===== config.mk =====
export PLATFORM = sky130hd
export DESIGN_NAME = sync_fifo_param
export DESIGN_NICKNAME = d
export VERILOG_FILES = /design/src/rtl/fifo_pkg.sv /design/src/rtl/fifo_mem_2p.sv /design/src/rtl/sync_fifo_param.sv
export SDC_FILE = /design/constraint.sdc
export NUM_CORES = 1
export LEC_CHECK = 0
export ABC_AREA = 1
export BUFFER_PORTS_ARGS = -buffer_cell sky130_fd_sc_hd__buf_2
export CORE_ASPECT_RATIO = 1.75
export CORE_UTILIZATION = 33
export DETAILED_ROUTE_END_ITERATION = 12
export MAX_ROUTING_LAYER = met4
export SKIP_LAST_GASP = 1
export SLEW_MARGIN = 25
export SYNTH_ARGS = -nofsm -noshare
export SYNTH_HDL_FRONTEND = slang
export SYNTH_SLANG_ARGS = --single-unit

===== constraint.sdc =====
create_clock -name clk -period 5.1 [get_ports clk]
set_input_delay 0.765 -clock clk [delete_from_list [all_inputs] [get_ports clk]]
set_output_delay 0.765 -clock clk [all_outputs]
set_load 0.05 [all_outputs]

===== src/rtl/fifo_pkg.sv =====
// rtl/fifo_pkg.sv - shared types, defaults and sizing helpers for sync_fifo_param
package fifo_pkg;

    // Read-mode encoding: registered read or first-word-fall-through.
    typedef enum logic {
        RD_STD  = 1'b0,
        RD_FWFT = 1'b1
    } rd_mode_e;

    localparam int DEF_DATA_W = 8;
    localparam int DEF_DEPTH  = 16;
    localparam int DEF_AE_LVL = 2;
    localparam int DEF_FWFT   = 0;

    // Pointer width: address bits for a DEPTH-entry array.
    function automatic int ptr_w(input int depth);
        return $clog2(depth);
    endfunction

    // Count width: one extra bit so the value DEPTH is representable.
    function automatic int cnt_w(input int depth);
        return $clog2(depth) + 1;
    endfunction

endpackage


===== src/rtl/fifo_mem_2p.sv =====
// rtl/fifo_mem_2p.sv - DATA_W x DEPTH register array, sync write, async read
// Ports:
//   clk      - write clock
//   i_we     - write enable
//   i_waddr  - write address
//   i_wdata  - write data
//   i_raddr  - read address
//   o_rdata  - combinational read data at i_raddr
module fifo_mem_2p
    import fifo_pkg::*;
#(
    parameter int DATA_W = DEF_DATA_W,
    parameter int DEPTH  = DEF_DEPTH,
    localparam int AW    = ptr_w(DEPTH)
) (
    input  logic              clk,
    input  logic              i_we,
    input  logic [AW-1:0]     i_waddr,
    input  logic [DATA_W-1:0] i_wdata,
    input  logic [AW-1:0]     i_raddr,
    output logic [DATA_W-1:0] o_rdata
);

    // Contents are deliberately not reset; occupancy tracking makes stale
    // entries unobservable.
    logic [DATA_W-1:0] r_mem [DEPTH];

    always_ff @(posedge clk) begin
        if (i_we) begin
            r_mem[i_waddr] <= i_wdata;
        end
    end

    assign o_rdata = r_mem[i_raddr];

endmodule


===== src/rtl/sync_fifo_param.sv =====
// rtl/sync_fifo_param.sv - parametrised single-clock FIFO with thresholds, flush and FWFT
// Ports:
//   clk, rst (sync active-low), flush (sync clear)
//   wr/din        - write request and data
//   rd            - read request (pop in FWFT mode)
//   dout          - read data (registered, or fall-through when FWFT=1)
//   full/empty/almost_full/almost_empty - registered occupancy flags
//   fifo_cnt      - occupancy
//   overflow/underflow - one-cycle pulses for dropped write / rejected read
//   wr_ptr/rd_ptr - debug pointers
module sync_fifo_param
    import fifo_pkg::*;
#(
    parameter int DATA_W = DEF_DATA_W,
    parameter int DEPTH  = DEF_DEPTH,
    parameter int AF_LVL = DEPTH - 2,
    parameter int AE_LVL = DEF_AE_LVL,
    parameter int FWFT   = DEF_FWFT,
    localparam int PW    = ptr_w(DEPTH),
    localparam int CW    = cnt_w(DEPTH)
) (
    input  logic              clk,
    input  logic              rst,
    input  logic              flush,
    input  logic              wr,
    input  logic [DATA_W-1:0] din,
    input  logic              rd,
    output logic [DATA_W-1:0] dout,
    output logic              full,
    output logic              empty,
    output logic              almost_full,
    output logic              almost_empty,
    output logic [CW-1:0]     fifo_cnt,
    output logic              overflow,
    output logic              underflow,
    output logic [PW-1:0]     wr_ptr,
    output logic [PW-1:0]     rd_ptr
);

    localparam rd_mode_e MODE = (FWFT != 0) ? RD_FWFT : RD_STD;

    if ((DEPTH < 4) || ((DEPTH & (DEPTH - 1)) != 0)) begin : g_bad_depth
        $error("sync_fifo_param: DEPTH must be a power of 2 and >= 4");
    end
    if (!((AE_LVL > 0) && (AE_LVL < AF_LVL) && (AF_LVL <= DEPTH))) begin : g_bad_lvl
        $error("sync_fifo_param: need 0 < AE_LVL < AF_LVL <= DEPTH");
    end

    logic [PW-1:0]     r_wr_ptr;
    logic [PW-1:0]     r_rd_ptr;
    logic [CW-1:0]     r_cnt;
    logic              r_full;
    logic              r_empty;
    logic              r_af;
    logic              r_ae;
    logic              r_ovf;
    logic              r_unf;
    logic [DATA_W-1:0] r_dout;

    logic              w_rd_acc;
    logic              w_wr_acc;
    logic              w_we;
    logic [CW-1:0]     w_cnt_nxt;
    logic [DATA_W-1:0] w_mem_rdata;

    // A write into a full FIFO is still accepted when a read frees a slot
    // on the same edge.
    assign w_rd_acc = rd && !r_empty;
    assign w_wr_acc = wr && (!r_full || w_rd_acc);
    assign w_we     = rst && !flush && w_wr_acc;

    always_comb begin
        w_cnt_nxt = r_cnt;
        unique case ({w_wr_acc, w_rd_acc})
            2'b10:   w_cnt_nxt = r_cnt + CW'(1);
            2'b01:   w_cnt_nxt = r_cnt - CW'(1);
            default: w_cnt_nxt = r_cnt;
        endcase
    end

    fifo_mem_2p #(
        .DATA_W (DATA_W),
        .DEPTH  (DEPTH)
    ) u_mem (
        .clk     (clk),
        .i_we    (w_we),
        .i_waddr (r_wr_ptr),
        .i_wdata (din),
        .i_raddr (r_rd_ptr),
        .o_rdata (w_mem_rdata)
    );

    always_ff @(posedge clk) begin
        if (!rst) begin
            r_wr_ptr <= '0;
            r_rd_ptr <= '0;
            r_cnt    <= '0;
            r_full   <= 1'b0;
            r_empty  <= 1'b1;
            r_af     <= 1'b0;
            r_ae     <= 1'b1;
            r_ovf    <= 1'b0;
            r_unf    <= 1'b0;
            r_dout   <= '0;
        end else if (flush) begin
            // Same as reset except the registered read data is kept.
            r_wr_ptr <= '0;
            r_rd_ptr <= '0;
            r_cnt    <= '0;
            r_full   <= 1'b0;
            r_empty  <= 1'b1;
            r_af     <= 1'b0;
            r_ae     <= 1'b1;
            r_ovf    <= 1'b0;
            r_unf    <= 1'b0;
        end else begin
            if (w_wr_acc) begin
                r_wr_ptr <= r_wr_ptr + PW'(1);
            end
            if (w_rd_acc) begin
                r_rd_ptr <= r_rd_ptr + PW'(1);
                r_dout   <= w_mem_rdata;
            end
            r_cnt   <= w_cnt_nxt;
            // Flags come from the next-state count so they line up with fifo_cnt.
            r_full  <= (w_cnt_nxt == CW'(DEPTH));
            r_empty <= (w_cnt_nxt == '0);
            r_af    <= (w_cnt_nxt >= CW'(AF_LVL));
            r_ae    <= (w_cnt_nxt <= CW'(AE_LVL));
            r_ovf   <= wr && !w_wr_acc;
            r_unf   <= rd && r_empty;
        end
    end

    // Fall-through mode shows the head entry directly and forces 0 when empty.
    assign dout = (MODE == RD_FWFT) ? (r_empty ? '0 : w_mem_rdata) : r_dout;

    assign full         = r_full;
    assign empty        = r_empty;
    assign almost_full  = r_af;
    assign almost_empty = r_ae;
    assign fifo_cnt     = r_cnt;
    assign overflow     = r_ovf;
    assign underflow    = r_unf;
    assign wr_ptr       = r_wr_ptr;
    assign rd_ptr       = r_rd_ptr;

endmodule

==> Word-level counts from Yosys, hierarchy flattened <==
Memory sizes are Yosys's and may differ from the RTL's. A register that Yosys moved wholly into a read port is not among the register bits.
Index checks and enable logic that the tools add are counted.
{ "classes": {"addsub": 4, "order_cmp": 2, "n_eq_ne": 3, "muxes": 3, "bitwise": 2, "n_reduce_logical": 15} }
{ "ops": {"columns": ["op", "count"], "rows": [
  ["one-hot mux 5 bit (2 select lines)", 1],
  ["adder 4 x 1 -> 4 bit (second input constant)", 2],
  ["logical AND 1 bit", 6],
  ["adder 5 x 1 -> 5 bit (second input constant)", 1],
  ["== test 5 bit (second input constant)", 1],
  ["greater-or-equal comparator 5 x 4 -> 1 bit (second input constant)", 1],
  ["<= comparator 5 x 2 -> 1 bit (second input constant)", 1],
  ["logical NOT 1 bit", 5],
  ["logical NOT 5 bit", 1],
  ["subtractor 5 x 1 -> 5 bit (second input constant)", 1],
  ["== test 2 x 1 -> 1 bit (second input constant)", 1],
  ["== test 2 bit (second input constant)", 1],
  ["two-way mux 1 bit", 2],
  ["inverter 1 bit", 2],
  ["AND reduction 2 bit", 1],
  ["OR reduction 2 bit", 1],
  ["logical OR 1 bit", 1]
]} }
{ "totals": {"reg_bits": 19, "ram_bits": 128, "in_bits": 13, "output_inout_bits": 27, "wordCells": 39, "n_memories": 1} }
{ "mem_list": {"columns": ["name", "words", "word_bits", "rd", "rd_ports_with_merged_regs", "write_ports", "line_no", "rtl"], "rows": [
  ["u_mem.r_mem", 16, 8, 1, 1, 1, "fifo_mem_2p.sv:26", "logic [DATA_W-1:0] r_mem [DEPTH];"]
]} }

==> Logic depth before layout (Yosys ltp) <==
{ "logic_depth": {"ltp_word": 7, "depth_mapped": 19, "mapped_depth_nobuf": 19} }

==> Hierarchy <==
A second synthesis with hierarchy kept.
{ "unflattened": {"hier_cells": 718, "area_unflattened_um2": 6859.1} }
{ "by_module_without_submodules": {"columns": ["module", "n_inst", "cells_each", "area_each_um2", "seq_area_each_um2"], "rows": [
  ["fifo_mem_2p", 1, 543, 5606.6, 3843.7],
  ["sync_fifo_param", 1, 175, 1252.5, 540.5]
]} }

==> Least setup slack after synthesis <==
No wires, ideal clock.
{ "synth_path": {"kind": "input-to-reg", "start": "in rd", "end": "reg r_empty, in the netlist empty", "setup_ns": 0.116, "arrival_time_ns": 2.453, "required_time_ns": 4.984, "setup_slack_ns": 2.532, "cell_stages": 18, "n_path_buf": 0, "path_cell_list": "inv_1 -> nor2_4 -> inv_2 -> nand2_2 -> nand2_4 -> ha_1 -> nor2_1 -> nor2_2 -> ha_1 -> inv_1 -> nand2_1 -> inv_1 -> nand2_1 -> nand2_1 -> o21ai_1 -> nor2_1 -> nand3_1 -> nand2_1"} }
{ "synth_between": {"elab_chain_cells": 6, "elab_cells_between_ends": 7, "cone_classes": "eq/ne (2); mux (1); reduce/logical (4)"} }
{ "synth_lines": {"columns": ["item", "line_no", "rtl"], "rows": [
  ["start: declaration", "sync_fifo_param.sv:27", "input logic rd,"],
  ["logical AND 1 bit (*)", "sync_fifo_param.sv:68", "assign w_rd_acc = rd && !r_empty;"],
  ["named net w_rd_acc", "sync_fifo_param.sv:60", "logic w_rd_acc;"],
  ["logical OR 1 bit", "sync_fifo_param.sv:69", "assign w_wr_acc = wr && (!r_full || w_rd_acc);"],
  ["logical AND 1 bit", "sync_fifo_param.sv:69", null],
  ["== test 2 x 1 -> 1 bit / == test 2 bit (equally long branches)", "sync_fifo_param.sv:74", "unique case ({w_wr_acc, w_rd_acc})"],
  ["one-hot mux 5 bit (2 select lines) (*)", "sync_fifo_param.sv:74", null],
  ["logical NOT 5 bit (*)", "sync_fifo_param.sv:127", "r_empty <= (w_cnt_nxt == '0);"],
  ["end signal: assignment", "sync_fifo_param.sv:127", null],
  ["end: declaration", "sync_fifo_param.sv:53", "logic r_empty;"]
]} }
The timed path passes the listed nets; every way through them passes the cells marked *.
A chain may end at the register's enable or synchronous reset.

==> Worst setup path after layout <==
{ "layout_path": {"start": "in rst", "end": "mem u_mem.r_mem[0][3] (netlist bit), enable pin"} }
{ "layout_between": {"elab_chain_cells": 4} }
{ "layout_lines": {"columns": ["item", "line_no", "rtl"], "rows": [
  ["start: declaration", "sync_fifo_param.sv:23", "input logic rst,"],
  ["logical AND 1 bit (2 in a row)", "sync_fifo_param.sv:70", "assign w_we = rst && !flush && w_wr_acc;"],
  ["two-way mux 1 bit", "fifo_mem_2p.sv:29", "if (i_we) begin"],
  ["two-way mux 1 bit (not written as such)", "fifo_mem_2p.sv:30", "r_mem[i_waddr] <= i_wdata;"],
  ["end: declaration", "fifo_mem_2p.sv:26", null]
]} }
No other way between the ends.

==> reports/qor.csv <==
metric;value;unit
diode count;0;
Resize count post-CTS;0;
Core Rows;67;
Final Instance Area;0.00739;sq mm
clock skew;0.0116;ns
crit-path max FO;13;
Worst Setup Start Kind;input port;
Distinct cells, synth;28;
buffer count from post-CTS setup fixing;0;
sequential area share after synthesis;67.3;%
Pwr per Cell Area;369;mW/mm^2
Pwr Total;0.00272;W
CTS H-tree lvls;4;
final worst path period need;2.53;ns
Arr. time, crit path;2.59;ns
CP Capture Type;register;
uppermost layer routed;met4;
via count;4318;
post-layout util;38.3;%
Post-Syn Area;0.00651;sq mm
DRC Markers;0;
clock tree buffer depth;2;
DRT iter0 DRCs;275;
Total Wirelength;15.5;mm
Met2 Wirelength;8.58;mm
Fin. Hold Viols;0;
final antenna-violating net count;0;
Seq cells post-synth;155;
Die Y;188;um
drt pass-1 iters;4;
RSZ-0062 raised after global routing;no;
Starting Density;33.8;%
Ports;40;
# clock sinks;155;
area of the multi-input gates;0.00180;sq mm
worst reg-to-reg path cell count;18;
fill count;1873;
Hold Crit Depth;2;
register area;0.00439;sq mm
Clock Latency Late Sink;0.42;ns
GRT overflow;0;
GRT Overall Usage;16.5;%
die width;108;um
Critical Path Max Stage Delay;0.61;ns
hpwl dp;10.4;mm
Post-DP Area;0.00682;sq mm
outcome;complete, no violations;
YS warnings;0;
port bufs;39;
WL met1;5.98;mm
Setup violations, final;0;
crit share post-route;49.7;%
Req. time, crit path;5.15;ns
Mapped Avg Cell Area;11.2;sq um
critical path's slowest cell;nor2_1;
WL/cell;17.9;um
Area growth, synth to finish;13.5;%
first-pass GRT wire length;23.4;mm
RR Startpoint;empty$_SDFF_PP1_;
met3 WL post-DR;414;um
Root Driver;clkbuf_16;
Max VDD drop;173;uV
setup_tns;0;ns
core area;0.0193;sq mm
largest net degree at the start of global routing;68;
routability-driven placement congestion ratio;0.849;
vias in the first global route;4205;
pre-CTS setup slack;2.07;ns
CTS Hold Bufs;0;
Peak Freq;395;MHz
Min-Delay Startpoint;full$_SDFF_PP0_;
Worst slew margin;50.0;%
leakage;2.59;nW
Worst Tran Pin Value;0.747;ns
die area;0.0203;sq mm
worst-path cell chain;buf_2, inv_2, nor2_2, inv_2, nor2_2, nand2_1, nor2_1;
TritonCTS clock tree;built;
Final Slew Violations;0;
hold crit path type;register to register;
net count after synthesis;601;
Worst-path clk slew;0.06;ns
initial antenna violation count;0;
cts bufs inserted;17;
worst setup margin;2.57;ns
CP startpoint;rst;
Crit Path Class;input port to register;
Via density;4.99;
MaxCap Viol Count;0;
share of cells above drive strength 1;15.8;%
Nets;633;
Syn Inst Count;580;
path summary, 6_finish.rpt:
check,to,slack (ns)
setup / recovery,u_mem.r_mem[0][3]$_DFFE_PP_,2.57
hold / removal,overflow$_SDFF_PP0_,0.51
setup reg to reg,empty$_SDFF_PP1_,2.67
hold reg to reg,overflow$_SDFF_PP0_,0.51
registers in the layout, summed over array words and instances (netlist names):
register      flops
almost_empty      1
almost_full       1
dout              8
empty             1
fifo_cnt          5
full              1
overflow          1
rd_ptr            4
u_mem.r_mem     128
underflow         1
wr_ptr            4
power breakdown:
part	switching (W)	internal, W
Clock	0.000521	0.000680
Sequential	0.00000647	0.00138
Combinational	0.000105	0.0000336
cell usage after synthesis:
library cell / n / area share, %
nor2_4: 2 / 0.35
nand4_1: 2 / 0.19
nor2_2: 15 / 1.4
nor3b_2: 1 / 0.19
nand2_2: 1 / 0.096
buf_2: 12 / 0.92
xor2_1: 1 / 0.13
nand2_1: 52 / 3.0
nor3_1: 3 / 0.23
ha_1: 8 / 1.5
dfxtp_1: 27 / 8.3
inv_2: 6 / 0.35
o211ai_1: 24 / 2.8
a21oi_1: 6 / 0.46
mux2i_1: 1 / 0.15
clkbuf_1: 1 / 0.058
buf_6: 8 / 1.4
edfxtp_1: 128 / 59
nand3_1: 44 / 3.4
nor2_1: 122 / 7.0
o21a_1: 8 / 0.92
clkinv_1: 2 / 0.12
inv_1: 26 / 1.5
o21ai_0: 37 / 2.8
clkbuf_2: 1 / 0.077
buf_4: 6 / 0.69
o21ai_1: 35 / 2.7
nand2_4: 1 / 0.17
layout by cell type, fill, tap and decap left out, drive strengths merged, types with 2 or more instances in the layout:
cell type and n:
edfxtp 128, clkinv 5, a21oi 6, o21a 8
ha 8, nor2 139, inv 37, clkbuf 18
clkinvlp 5, dfxtp 27, buf 41, nor3 3
o211ai 24, nand4 2, o21ai 72, nand3 44
nand2 54
stage by stage:
step	hold WS, ns	std cells
2_1_floorplan	0.641	580
3_3_place_gp	0.514	834
3_5_place_dp	0.501	834
4_1_cts	0.514	866
5_1_grt	0.525	866
6_report	0.509	866
worst max-delay path: cells and delay by family:
kind	cells	cell delay, ns
simple gates	4	1.40
buf+inv	3	0.41
final cells by class:
cell class | count | share of cell area, %
sequential | 155 | 59.3
multi-input combinational | 363 | 24.3
clock buffer | 18 | 5.81
tap | 241 | 4.08
timing repair buffer | 41 | 2.84
clock inverter | 14 | 1.86
inverter | 34 | 1.76
logic make-up (layout without fill, tap and decap cells):
group	count (synthesis)	in the layout	share of synthesized area [%]
compound gates	110	110	9.68
xor+xnor	1	1	0.135
fa+ha+maj	8	8	1.54
buf+inv	62	107	5.09
flops	155	155	67.3
mux	1	1	0.154
simple gates	243	243	16.1
routing by layer:
| layer | GRT usage, % | vias to the layer above |
|---|---|---|
| met5 | - | - |
| met3 | 2.95 | 27 |
| li1 | - | 2083 |
| met2 | 29.3 | 97 |
| met1 | 17.1 | 2111 |
| met4 | 7.85 | 0 |
(Power assumes the default switching activity.)
